$ cat src/rtl/lsu_burst_engine.sv
// lsu_burst_engine
//   Multi-cycle load/store sequencer between a 512-bit register file and a
//   32-bit-word data memory. A store streams one wide register out as WORDS
//   consecutive memory writes. A load reads WORDS consecutive words and
//   assembles them into one wide value for register writeback.
//   Timing from the accept edge: one memory word per cycle.
//
// Ports
//   clk, rst        clock, synchronous active-high reset
//   cmd_valid/ready command handshake; ready is high only while idle
//   cmd_store       1 = store, 0 = load
//   cmd_addr        base word address
//   cmd_reg         destination register index for a load
//   store_data      register contents for a store, captured at accept
//   mem_addr        memory word address
//   mem_wdata       memory write data
//   mem_we, mem_re  memory write / read strobes
//   mem_rdata       read data, valid the cycle after mem_re
//   load_valid      one-cycle writeback pulse for a completed load
//   load_reg        destination register of the completed load
//   load_data       assembled load result, word i in bits [i*WORD_W +: WORD_W]
//   done            one-cycle pulse at the end of every accepted command
//   err             pulses with done when the base address was out of range
module lsu_burst_engine #(
  parameter int WORDS     = 16,
  parameter int WORD_W    = 32,
  parameter int ADDR_W    = 9,
  parameter int MEM_DEPTH = 512,
  parameter int REG_SEL_W = 2
) (
  input  logic                      clk,
  input  logic                      rst,
  input  logic                      cmd_valid,
  output logic                      cmd_ready,
  input  logic                      cmd_store,
  input  logic [ADDR_W-1:0]         cmd_addr,
  input  logic [REG_SEL_W-1:0]      cmd_reg,
  input  logic [WORDS*WORD_W-1:0]   store_data,
  output logic [ADDR_W-1:0]         mem_addr,
  output logic [WORD_W-1:0]         mem_wdata,
  output logic                      mem_we,
  output logic                      mem_re,
  input  logic [WORD_W-1:0]         mem_rdata,
  output logic                      load_valid,
  output logic [REG_SEL_W-1:0]      load_reg,
  output logic [WORDS*WORD_W-1:0]   load_data,
  output logic                      done,
  output logic                      err
);

  localparam int CNT_W = $clog2(WORDS);
  // Highest base address whose whole burst still fits in memory.
  localparam logic [ADDR_W:0] LAST_BASE = (ADDR_W+1)'(MEM_DEPTH - WORDS);

  typedef enum logic [2:0] {
    S_IDLE,
    S_STORE,
    S_LOAD,
    S_LOAD_TAIL,
    S_DONE
  } state_t;

  state_t                    state_reg;
  state_t                    state_next;
  logic [CNT_W-1:0]          cnt_reg;
  logic [ADDR_W-1:0]         base_reg;
  logic                      store_reg;
  logic                      err_reg;
  logic [REG_SEL_W-1:0]      reg_sel_reg;
  logic [WORDS*WORD_W-1:0]   data_reg;
  logic [WORDS*WORD_W-1:0]   load_data_reg;

  logic                      accept;
  logic                      range_bad;
  logic                      last_word;
  logic                      cap_en;
  logic [CNT_W-1:0]          cap_idx;
  logic [WORD_W-1:0]         data_words [WORDS];

  // Word view of the latched store register so the counter can index it.
  generate
    for (genvar gi = 0; gi < WORDS; gi++) begin : g_words
      assign data_words[gi] = data_reg[gi*WORD_W +: WORD_W];
    end
  endgenerate

  assign range_bad = ({1'b0, cmd_addr} > LAST_BASE);
  assign accept    = cmd_valid && cmd_ready;
  assign last_word = (cnt_reg == CNT_W'(WORDS - 1));

  // Read data lags the strobe by one cycle, so LOAD cycle i captures word
  // i-1 and the tail cycle captures the final word.
  assign cap_en  = ((state_reg == S_LOAD) && (cnt_reg != '0)) || (state_reg == S_LOAD_TAIL);
  assign cap_idx = (state_reg == S_LOAD_TAIL) ? '1 : (cnt_reg - CNT_W'(1));

  assign load_data = rst ? '0 : load_data_reg;

  always_ff @(posedge clk) begin
    if (rst) begin
      state_reg <= S_IDLE;
    end else begin
      state_reg <= state_next;
    end
  end

  always_comb begin
    state_next = state_reg;
    cmd_ready  = 1'b0;
    mem_addr   = '0;
    mem_wdata  = '0;
    mem_we     = 1'b0;
    mem_re     = 1'b0;
    load_valid = 1'b0;
    load_reg   = '0;
    done       = 1'b0;
    err        = 1'b0;
    case (state_reg)
      S_IDLE: begin
        cmd_ready = 1'b1;
        if (cmd_valid) begin
          if (range_bad) begin
            state_next = S_DONE;
          end else if (cmd_store) begin
            state_next = S_STORE;
          end else begin
            state_next = S_LOAD;
          end
        end
      end
      S_STORE: begin
        mem_we    = 1'b1;
        mem_addr  = base_reg + ADDR_W'(cnt_reg);
        mem_wdata = data_words[cnt_reg];
        if (last_word) begin
          state_next = S_DONE;
        end
      end
      S_LOAD: begin
        mem_re   = 1'b1;
        mem_addr = base_reg + ADDR_W'(cnt_reg);
        if (last_word) begin
          state_next = S_LOAD_TAIL;
        end
      end
      S_LOAD_TAIL: begin
        state_next = S_DONE;
      end
      S_DONE: begin
        done = 1'b1;
        err  = err_reg;
        if (!store_reg && !err_reg) begin
          load_valid = 1'b1;
          load_reg   = reg_sel_reg;
        end
        state_next = S_IDLE;
      end
      default: begin
        state_next = S_IDLE;
      end
    endcase
    // Reset forces every output to its idle value in the same cycle, so an
    // aborted burst issues no further memory strobe.
    if (rst) begin
      state_next = S_IDLE;
      cmd_ready  = 1'b0;
      mem_addr   = '0;
      mem_wdata  = '0;
      mem_we     = 1'b0;
      mem_re     = 1'b0;
      load_valid = 1'b0;
      load_reg   = '0;
      done       = 1'b0;
      err        = 1'b0;
    end
  end

  always_ff @(posedge clk) begin
    if (rst) begin
      cnt_reg       <= '0;
      base_reg      <= '0;
      store_reg     <= 1'b0;
      err_reg       <= 1'b0;
      reg_sel_reg   <= '0;
      data_reg      <= '0;
      load_data_reg <= '0;
    end else begin
      if (accept) begin
        cnt_reg     <= '0;
        base_reg    <= cmd_addr;
        store_reg   <= cmd_store;
        err_reg     <= range_bad;
        reg_sel_reg <= cmd_reg;
        data_reg    <= store_data;
      end else if ((state_reg == S_STORE) || (state_reg == S_LOAD)) begin
        cnt_reg <= cnt_reg + CNT_W'(1);
      end
      // Words are overwritten only as a new load captures them; the result
      // of the previous load stays visible until then.
      for (int i = 0; i < WORDS; i++) begin
        if (cap_en && (cap_idx == CNT_W'(i))) begin
          load_data_reg[i*WORD_W +: WORD_W] <= mem_rdata;
        end
      end
    end
  end

endmodule

$ cat config.mk
export PLATFORM = sky130hd
export DESIGN_NAME = lsu_burst_engine
export DESIGN_NICKNAME = d
export VERILOG_FILES = /design/src/rtl/lsu_burst_engine.sv
export SDC_FILE = /design/constraint.sdc
export NUM_CORES = 2
export LEC_CHECK = 0
export ABC_AREA = 1
export CELL_PAD_IN_SITES_DETAIL_PLACEMENT = 0
export CELL_PAD_IN_SITES_GLOBAL_PLACEMENT = 1
export CORE_AREA = 2 2 440 442
export DETAILED_ROUTE_END_ITERATION = 8
export DIE_AREA = 0 0 442 444
export PLACE_DENSITY = 0.62
export SLEW_MARGIN = 20
export SYNTH_ARGS = -nofsm -noshare
export SYNTH_HDL_FRONTEND = slang
export SYNTH_SLANG_ARGS = --single-unit
$ cat constraint.sdc
create_clock -name clk -period 3 [get_ports clk]
set_input_delay 0.6 -clock clk [delete_from_list [all_inputs] [get_ports clk]]
set_output_delay 0.6 -clock clk [all_outputs]
set_load 0.005 [all_outputs]
# Word level (Yosys, flattened, before mapping)

Cells that the tools add are included.

Memories kept: 0
Input port bits: 559
Bits in latches: 0
Register bits: 1044
Memory bits (read-only): 0
Logic and storage cells: 112
Output and inout bits: 561
Memory bits (writable): 0

Shift operators: 0
Mux-type cells: 31
Add/subtract/negate cells: 3
Equal/unequal tests: 23
Reductions and logical operators: 29
Multipliers: 0
Divide/modulo/power cells: 0
Bitwise operators: 1
$lt $le $gt $ge: 2

Operators with widths:

| cell                                                             | count |
|---|---|
| 512-bit two-way mux                                              | 1 |
| 32-bit binary-select mux with 4-bit select                       | 1 |
| 32-bit two-way mux                                               | 4 |
| 4-bit == test (second input constant)                            | 9 |
| 1-bit logical AND                                                | 19 |
| 9-bit two-way mux                                                | 2 |
| 4-bit by 3-bit == test with 1-bit output (second input constant) | 4 |
| 1-bit two-way mux                                                | 13 |
| 3-bit two-way mux                                                | 4 |
| 3-bit one-hot mux with 4 select lines                            | 1 |
| 9-bit by 4-bit adder with 9-bit output                           | 1 |
| 9-bit greater-than comparator (second input constant)            | 1 |
| 4-bit by 2-bit == test with 1-bit output (second input constant) | 2 |
| 2-bit two-way mux                                                | 4 |
| 3-bit by 2-bit == test with 1-bit output (second input constant) | 2 |
| 2-bit inequality test (second input constant)                    | 3 |
| 5-bit >= comparator (second input constant)                      | 1 |
| 4-bit inverter with 5-bit output                                 | 1 |
| 4-bit by 1-bit adder with 4-bit output (second input constant)   | 1 |
| 4-bit by 1-bit == test with 1-bit output (second input constant) | 1 |
| 4-bit logical NOT                                                | 1 |
| 4-bit two-way mux                                                | 1 |
| 4-bit nonzero test                                               | 1 |
| 2-bit OR reduction                                               | 2 |
| 7 further kinds                                                  | 9 |

# Longest topological paths before layout

Depth after elaboration: 6
Gate-level depth with buffers: 16
Gate-level depth less buffers: 12

# Least setup slack after synthesis

No wires, ideal clock.

Kind: register -> register
From: reg cnt_reg[1]
To: reg load_data_reg[505]
Stages on the path, launching flop included: 14
Path slack: 0.448 ns
Period minus slack after synthesis: 2.552 ns
Setup time: 0.115 ns
Buffers on the path: 5
Required time: 2.885 ns
Arrival time: 2.437 ns
Cell sequence: dfxtp_1 -> clkbuf_1 -> inv_1 -> buf_2 -> buf_1 -> ha_1 -> inv_1 -> nand4_1 -> nand2_1 -> clkbuf_1 -> clkbuf_1 -> nand3_1 -> nand2_1 -> nor2_1

Word-level cells in the longest chain between the ends: 4
Elaborated cells between the ends (all ways): 7
Classes of those cells: add/sub (1); eq/ne (1); mux (1); reduce/logical (4)

RTL lines:

| item                                                                              | RTL line | text |
|---|---|---|
| from (decl)                                                                       | 65       | `logic [CNT_W-1:0] cnt_reg;` |
| from (signal assigned)                                                            | 195      | `cnt_reg <= cnt_reg + CNT_W'(1);` |
| 4-bit by 1-bit subtractor with 4-bit output or 4-bit nonzero test (tied branches) | 94, 93   |  |
| 4-bit two-way mux or 1-bit logical AND (tied branches)                            | 94, 93   |  |
| 4-bit == test or 1-bit logical OR (tied branches)                                 | 200, 93  |  |
| 1-bit logical AND (*)                                                             | 200      | `if (cap_en && (cap_idx == CNT_W'(i))) begin` |
| to (signal, indexed assignment)                                                   | 201      | `load_data_reg[i*WORD_W +: WORD_W] <= mem_rdata;` |
| to (decl)                                                                         | 71       | `logic [WORDS*WORD_W-1:0] load_data_reg;` |

Every way passes the cells marked *; elsewhere a longest branch is shown, timed or not.
A chain may end at the register's enable or synchronous reset.

# Worst setup path in the final report

From: reg cnt_reg[0]
To: out mem_wdata[23]

Word-level cells in the longest chain between the ends: 6

RTL lines:

| item                                                   | RTL line | text |
|---|---|---|
| 4-bit inverter with 5-bit output (not written as such) | 133      | `mem_wdata = data_words[cnt_reg];` |
| 32-bit binary-select mux with 4-bit select             | 133      |  |
| 32-bit two-way mux (not written as such) (2 in a row)  | 133      |  |
| 32-bit two-way mux                                     | 117      | `case (state_reg)` |
| 32-bit two-way mux                                     | 163      | `if (rst) begin` |
| to (decl)                                              | 40       | `output logic [WORD_W-1:0] mem_wdata,` |

No other way between the ends. The select of a mux whose other input is x is not followed.

==> summary.md <==
| Metric | Value |
|---|---|
| Status | `complete, but fails checks` |
| Failing checks | `negative setup slack` |
| Leakage | `0.0279 uW` |
| Post-Route Setup TNS | `-6.79 ns` |
| Mean Syn Cell Area | `6.40 um2` |
| Fin crit period | `3.27 ns` |
| Clock Path Buffers | `3` |
| Die height | `444 um` |
| Die footprint | `196000 um2` |
| Sequential-to-total area share from yosys stat | `44.7%` |
| I/O pin count | `1120` |
| Initial antenna violation count | `31` |
| Routed Antenna Nets | `0` |
| Total congestion overflow | `0` |
| Clock Pin Slew Worst Setup and Hold Paths | `0.06 ns` |
| Initial Util | `24.4%` |
| NumNets Final | `8937` |
| Pin count of the biggest net entering global routing | `219` |
| Netlist Area Pre-Place | `46700 um2` |
| DP Cell Count | `10600` |
| Setup Crit Path Kind | `register to output port` |
| Crit path DAT | `2.67 ns` |
| CTS Buf Count | `133` |
| DRT Pass-1 Iters | `6` |
| Yosys reg bits | `1044` |
| Worst Hold Class | `primary input to register` |
| Startpoint types | `register` |
| Layout cell share with drive strength beyond 1 | `11.3%` |
| Total area of multi-input combinational cells | `21800 um2` |
| DIE WIDTH | `442 um` |
| Yosys warnings | `0` |
| Count of final hold-check violations | `0` |
| DRC errors left | `0` |
| Peak Freq | `306 MHz` |
| Post-synthesis instance total | `7299` |
| Vias per inst | `4.50` |
| Clk_lat worst skew | `0.79 ns` |
| Critical Path Max Stage Delay | `0.39 ns` |
| Commonest cells after routing, fill and taps aside | `nand2_1, nor2_1, clkdlybuf4s50_1` |
| Max Used Layer | `met5` |
| Crit path required time | `2.40 ns` |
| Gp weighted congestion | `0.913` |
| WL final | `243000 um` |
| Critical Path Fanout Max | `8` |
| First-pass GRT wire length | `334000 um` |
| Setup violations, final | `36` |
| Core area | `192000 um2` |
| Final Core Density | `36.4%` |
| Vias in the first global route | `47200` |
| Layout area overhead | `49.0%` |
| Post-place setup slack | `-0.462 ns` |
| Critical-path cell list | `buf_12 > clkinv_16 > buf_12 > buf_4 > nand2_2 > nand3_2 > nand2_1 > nand2_2 > nand2_4 > inv_6 > a21oi_2 > buf_4 > buf_6` |
| Synthesized Nets | `7865` |
| Row count | `161` |
| Met3 Routed Length | `13200 um` |
| Worst hold slack | `0.278 ns` |
| Clk sinks | `1044` |
| Power Density | `664 nW/um2` |
| Wire per inst | `22.0 um` |
| Routed wl met2 | `113000 um` |
| CTS root buf | `clkbuf_16` |
| Slew @ Worst Pin | `1.01 ns` |
| CTS tree | `built` |
| Slew margin rel. | `32.8%` |
| Max-cap viol count | `0` |
| Clk_skew | `0.0272 ns` |
| Max IR drop VDD | `0.347 mV` |
| Post-synth cell types | `32` |
| IO Port Bufs | `1119` |
| Register Area | `20900 um2` |
| Vias | `49500` |
| Period utilization | `109%` |
| Slowest cell on the critical path | `dfxtp_4` |
| Final worst slack | `-0.269 ns` |
| RSZ-0062 raised after global routing | `true` |
| Most common cell after layout, fill and taps aside | `nand2_1` |
| Wl on met1 | `100000 um` |
| Fill cell count | `20600` |
| H-tree depth | `4` |
| DR iter-0 viols | `3709` |
| Slew Viols, Final | `0` |
| Tot GR Track Use | `23.3%` |
| Post-route insts no fill | `11000` |
| Crit end category | `output port` |
| Post-DP HPWL | `172000 um` |
[where the power goes]
| group | switching, uW | total [uW] | internal, uW |
|---|---|---|---|
| combinational | 8300 | 13400 | 5150 |
| clock | 6640 | 16300 | 9680 |
| sequential | 748 | 16500 | 15700 |
[cell type report]
type | instances | share of cell area (%)
diodes | 15 | 0.0539
inverters | 932 | 5.15
flip-flops and latches | 1044 | 30.0
clock inverters | 39 | 0.764
clock buffers | 195 | 5.48
well taps | 2526 | 4.54
repair inverters | 1 | 0.0162
repair buffers | 1444 | 22.7
multi-input cells | 4815 | 31.3
[cell families (layout without fill, tap and decap cells)]
logic type	Yosys count	after routing	synth area share, %
flops	1044	1044	44.7
simple gates	4041	4042	34.3
xor+xnor	4	4	0.0750
compound gates	762	762	8.52
buf+inv	1441	2611	12.2
other cells	0	15	0
fa+ha+maj	7	7	0.203
[synth_stat cells, drive strengths merged]
master	instances	area share, %
buf	289	2.9
o21ai	495	5.3
nand4	4	0.067
clkbuf	220	1.8
nor3b	1	0.016
o22ai	1	0.013
a22oi	1	0.016
nor2	1490	12
inv	932	7.5
dfxtp	1044	45
a31oi	2	0.027
fa	1	0.043
ha	6	0.16
nand3	507	5.5
nor3	35	0.39
a21oi	199	2.1
nand2	2004	16
xor2	2	0.037
xnor2	2	0.037
o211ai	64	1.0
[per-stage QoR]
stage	instance area [um2]	total power, uW
6_report	69600	46200
5_1_grt	69600	48400
4_1_cts	67800	45500
3_5_place_dp	61400	27400
3_3_place_gp	61400	27400
2_1_floorplan	46700	22400
[worst max-delay path, delay by kind of cell (launching register included)]
kind                   cells  cell delay [ns]
flip-flops                 1             0.39
buffers and inverters      7             0.83
AO/OA/AOI/OAI              1             0.14
AND/OR/NAND/NOR            5             0.48
[final timing paths]
kind	from	endpoint	slack, ns	cells after the start
setup / recovery	cnt_reg[0]	mem_wdata[23]	-0.27	13
hold / removal	rst	state_reg[2]	0.28	3
setup reg to reg	cnt_reg[1]	load_data_reg[78]	0.12	19
hold reg to reg	data_reg[6]	data_reg[6]	0.46	2
[layer usage]
layer | GRT usage [%] | vias up
met4 | 14.3 | 14
met1 | 28.1 | 23200
met5 | 0 | -
met2 | 38.4 | 1555
li1 | - | 24300
met3 | 4.15 | 453
[what timing repair did]
| action | CTS | global route |
|---|---|---|
| pin swaps | 110 | 156 |
| gates cloned | 19 | 26 |
| setup endpoints to repair | 48 | 448 |
| hold buffers | 0 | 0 |
| resized for setup | 542 | 287 |
| setup buffers | 41 | 34 |
Note: power is estimated with default switching activity, not from simulation.
